File: src/rtl/pipelined_adder.sv
//==============================================================================
// Module   : pipelined_adder
// Brief    : WIDTH-bit add/subtract with carry-in, one CW-bit chunk resolved per
//            stage, valid/ready handshake with global stall.
//            Optional SIGNED_OVF_EN adds the registered two's-complement ovf port.
// Revision : 1.0 - initial release
//==============================================================================
`default_nettype none

module pipelined_adder #(
  parameter int WIDTH  = 16,
  parameter int STAGES = 4
) (
  input  logic             clk,
  input  logic             rst_n,
  input  logic             in_valid,
  output logic             in_ready,
  input  logic [WIDTH-1:0] a,
  input  logic [WIDTH-1:0] b,
  input  logic             cin,
  input  logic             sub,
  output logic             out_valid,
  input  logic             out_ready,
  output logic [WIDTH-1:0] sum,
  output logic             carry
`ifdef SIGNED_OVF_EN
  ,
  output logic             ovf
`endif
);

  localparam int CW   = WIDTH / STAGES;
  localparam int LAST = STAGES - 1;

  logic adv;

  // Stage k holds: operands (chunks above k still pending), sum chunks 0..k,
  // carry out of chunk k and the slot's valid bit.
  logic [WIDTH-1:0] a_q [STAGES];
  logic [WIDTH-1:0] b_q [STAGES];
  logic [WIDTH-1:0] s_q [STAGES];
  logic             c_q [STAGES];
  logic             v_q [STAGES];

  logic [WIDTH-1:0] a_d [STAGES];
  logic [WIDTH-1:0] b_d [STAGES];
  logic [WIDTH-1:0] s_d [STAGES];
  logic             c_d [STAGES];
  logic             v_d [STAGES];

  logic [WIDTH-1:0] w_src_a [STAGES];
  logic [WIDTH-1:0] w_src_b [STAGES];
  logic [WIDTH-1:0] w_src_s [STAGES];
  logic             w_src_c [STAGES];
  logic             w_src_v [STAGES];
  logic [CW:0]      w_chunk;

  assign adv      = !v_q[LAST] || out_ready;
  assign in_ready = adv;

  always_comb begin
    w_src_a[0] = a;
    w_src_b[0] = sub ? ~b : b;
    w_src_s[0] = '0;
    w_src_c[0] = sub ? 1'b1 : cin;
    w_src_v[0] = in_valid;
    for (int k = 1; k < STAGES; k++) begin
      w_src_a[k] = a_q[k-1];
      w_src_b[k] = b_q[k-1];
      w_src_s[k] = s_q[k-1];
      w_src_c[k] = c_q[k-1];
      w_src_v[k] = v_q[k-1];
    end
  end

  always_comb begin
    w_chunk = '0;
    for (int k = 0; k < STAGES; k++) begin
      w_chunk = {1'b0, w_src_a[k][k*CW +: CW]} + {1'b0, w_src_b[k][k*CW +: CW]}
              + {{CW{1'b0}}, w_src_c[k]};
      a_d[k]               = w_src_a[k];
      b_d[k]               = w_src_b[k];
      s_d[k]               = w_src_s[k];
      s_d[k][k*CW +: CW]   = w_chunk[CW-1:0];
      c_d[k]               = w_chunk[CW];
      v_d[k]               = w_src_v[k];
    end
  end

`ifdef SIGNED_OVF_EN
  logic ovf_d;
  logic ovf_q;

  // Carry into the MSB is recovered from the MSB sum bit and its operands.
  assign ovf_d = (w_src_a[LAST][WIDTH-1] ^ w_src_b[LAST][WIDTH-1] ^ s_d[LAST][WIDTH-1])
               ^ c_d[LAST];

  always_ff @(posedge clk or negedge rst_n) begin
    if (!rst_n) begin
      ovf_q <= 1'b0;
    end else if (adv) begin
      ovf_q <= ovf_d;
    end
  end

  assign ovf = ovf_q;
`endif

  always_ff @(posedge clk or negedge rst_n) begin
    if (!rst_n) begin
      for (int k = 0; k < STAGES; k++) begin
        a_q[k] <= '0;
        b_q[k] <= '0;
        s_q[k] <= '0;
        c_q[k] <= 1'b0;
        v_q[k] <= 1'b0;
      end
    end else if (adv) begin
      for (int k = 0; k < STAGES; k++) begin
        a_q[k] <= a_d[k];
        b_q[k] <= b_d[k];
        s_q[k] <= s_d[k];
        c_q[k] <= c_d[k];
        v_q[k] <= v_d[k];
      end
    end
  end

  assign out_valid = v_q[LAST];
  assign sum       = s_q[LAST];
  assign carry     = c_q[LAST];

endmodule

`default_nettype wire

File: config.mk
export PLATFORM = sky130hd
export DESIGN_NAME = pipelined_adder
export DESIGN_NICKNAME = d
export VERILOG_FILES = /design/src/rtl/pipelined_adder.sv
export SDC_FILE = /design/constraint.sdc
export NUM_CORES = 1
export LEC_CHECK = 0
export BUFFER_PORTS_ARGS = -buffer_cell sky130_fd_sc_hd__buf_2
export CAP_MARGIN = 20
export CELL_PAD_IN_SITES_DETAIL_PLACEMENT = 1
export CELL_PAD_IN_SITES_GLOBAL_PLACEMENT = 2
export CORE_MARGIN = 8
export CORE_UTILIZATION = 35
export DETAILED_ROUTE_END_ITERATION = 10
export HOLD_SLACK_MARGIN = 0.05
export PLACE_DENSITY = 0.78
export SLEW_MARGIN = 10
export SYNTH_ARGS = -nofsm -noshare
export SYNTH_HDL_FRONTEND = slang
export SYNTH_SLANG_ARGS = --single-unit
File: constraint.sdc
create_clock -name clk -period 2.12 [get_ports clk]
set_input_delay 0.212 -clock clk [delete_from_list [all_inputs] [get_ports clk]]
set_output_delay 0.212 -clock clk [all_outputs]
set_load 0.03 [all_outputs]
==> results.ini <==
[status]
status=complete, no violations

[synth]
syn_inst=448
synth_top_cell_area_share_pct=56.6
syn_avg_cell_area_um2=9.48
mappedNetlistArea_mm2=0.00425
yosys-top-cells-area=dfrtp_1 (57%), nand2_1 (19%), fa_1 (3.8%), ha_1 (3.5%), xnor2_1 (2.7%)
ys.warnings.count=0
synth_fp_nets=506
ys_types=21
yosysTopAreaCell=dfrtp_1
synth.yosys.seq_area_share_pct=56.6
synth_seq_cells=96

[floorplan]
die_w_um=126
start_util_pct=35.7
die_area_mm2=0.0159
coreArea_mm2=0.0119
row_count=40
io_pins=57
fp.dieH_um=126

[clocking]
cts_tree=built
numClockSinks=96
root_buffer=clkbuf_16
clk_latency_ps=340
cts-resized-gates=0
clk_pin_slew_worst_paths_ps=70
clock_path_buffers=2
cts_buffers=9
ctsHoldBuffers=1
htreeDepth=3
cts_setup_buffers=0

[timing]
slew_headroom_pct=64.8
slew_viol_final=0
fmax_ghz=0.543
fin_crit_sh_pct=86.8
worst_pin_slew_ps=529
skew_ps=11.3
rsz0062_at_grt=no
hold_viol_final=0
fin_setup_tns_ps=0
setup-violations-final=0
fin_crit_ps=1840

[cells_and_area]
fin_nets=557
area_delta_synth_final_pct=16.4
num-fill-cells=1420
diodes=0
stdcell_area_mm2=0.00494
drive_above_1_share_pct=15.3
post-route-util_pct=41.5

[detailed_routing]
wirelength_um=8830
wl_per_cell_um=13.6
drt_iter0_markers=131
vias=2933
drc=0
vias_per_cell=4.52
dr.pass1.iters=4
drtAntennaViolNets=0

[critical_path]
path_class=flip-flop to flip-flop
worstPathArrival_ps=2060
critPathRequiredTime_ps=2340
cp_cell_sequence=fa_1 -> fa_1 -> a21o_1 -> a21oi_1 -> a21oi_1
endpoint_kind=flip-flop
cp-start-kind=flip-flop
max_stage_delay_ps=470
cpMaxStageDelayCell=fa_1
path_max_fanout=2

[place]
place_congestion=0.735
port_buffers=56
place_hpwl_um=5990
place_area_mm2=0.00463

[grt]
antenna_found_initial=0
grt_pass1_wl_um=15400
grt_usage_pct=12.0
grt_max_degree=104
gr-total-overflow=0
grt_pass1_vias=3271

[min_path]
min_path_type=input port to flip-flop

[power_and_ir_drop]
ir_drop_mv=0.611
p_leak_uw=0.00258
totalPowerFinal_uw=7390
p_per_area_mw_per_mm2=1500

[job]
maxCapViolCount=0

layout by cell type, fill, tap and decap left out:
| cell type | Yosys | routed |
|---|---|---|
| bufinv_16 | 0 | 2 |
| clkbuf_1 | 0 | 2 |
| o21ai_0 | 21 | 21 |
| nor2b_4 | 1 | 1 |
| clkinv_4 | 0 | 1 |
| dfrtp_1 | 96 | 96 |
| a21oi_1 | 13 | 13 |
| o21ai_1 | 4 | 4 |
| nand2_1 | 220 | 220 |
| nor2b_1 | 2 | 2 |
| or2_2 | 1 | 1 |
| clkbuf_16 | 0 | 9 |
| a21o_1 | 6 | 6 |
| nor2_1 | 9 | 9 |
| buf_2 | 9 | 55 |
| nand2b_1 | 1 | 1 |
| buf_12 | 0 | 3 |
| ha_1 | 12 | 12 |
| fa_1 | 8 | 8 |
| xnor2_1 | 13 | 13 |
| xor2_1 | 10 | 10 |
| buf_4 | 8 | 4 |
| inv_4 | 1 | 1 |
| dlygate4sd3_1 | 0 | 1 |
| inv_1 | 7 | 7 |
per-layer routing:
metal  vias up  global-route usage (%)  wire length [um]
met5         -                       0                 0
met4         0                    5.52               157
met3        10                    3.84               409
met2        42                    19.3              3960
met1      1402                    14.3              4290
li1       1479                       -                 -
kinds of logic after synthesis:
| logic type | count (synthesis) | synth area share [%] |
|---|---|---|
| AOI/OAI and AO/OA | 44 | 5.54 |
| xor gates and xnor gates | 23 | 4.74 |
| adders and majority gates | 20 | 7.31 |
| buffers and inverters | 31 | 4.68 |
| DFF | 96 | 56.6 |
| and+or+nand+nor | 234 | 21.2 |
synth_stat cells (all sizes together):
| library cell | instances |
|---|---|
| nand2b | 1 |
| a21o | 6 |
| buf | 22 |
| xnor2 | 13 |
| or2 | 1 |
| nor2b | 3 |
| nor2 | 9 |
| o21ai | 25 |
| nand2 | 220 |
| dfrtp | 96 |
| fa | 8 |
| clkbuf | 1 |
| xor2 | 10 |
| ha | 12 |
| inv | 8 |
| a21oi | 13 |
worst max-delay path: cells and delay by family (launching register included):
family	cells	cell delay (ps)
flip-flops	1	400
adder cells (fa/ha/maj)	2	900
AO/OA/AOI/OAI	3	430
metrics by stage:
step                      setup WS [ps]  instances  hold WS (ps)
after floorplan                    25.9        448         -83.6
after global placement              160        634           226
after detailed placement            132        634           235
after CTS                           280        649          56.2
after global routing                209        649          58.4
final                               279        649          66.3
layout make-up:
cell class,instances,area [um2],area share (%)
Sequential cell,96,2400,48.6
Clock inverter,3,68.8,1.39
Clock buffer,11,233,4.71
Timing Repair Buffer,63,375,7.60
Inverter,8,32.5,0.658
Tap cell,147,184,3.72
Multi-Input combinational cell,321,1650,33.3
final timing paths:
| path | slack (ps) | to | from | depth (start not counted) |
|---|---|---|---|---|
| setup / recovery | 280 | carry | c_q[1] | 5 |
| min in group asynchronous | 380 | b_d[38] | rst_n | 2 |
| hold reg to reg | 460 | sum[10] | sum[10] | 2 |
| max in group asynchronous | 1070 | sum[12] | rst_n | 3 |
| setup reg to reg | 280 | carry | c_q[1] | 5 |
| hold / removal | 70 | a_d[38] | a[6] | 3 |
where the power goes:
group | switching, uW | internal [uW] | total [uW]
clock network | 664 | 1020 | 1690
logic | 1630 | 980 | 2610
registers | 445 | 2650 | 3100
state kept, by name, indices dropped and copies added, names as in the netlist:
name and count:
sum 16, b_d 24, a_d 24, carry 1
v_d 3, out_valid 1, c_q 3, s_d 24
No activity file was read; power rests on OpenSTA's default activity.
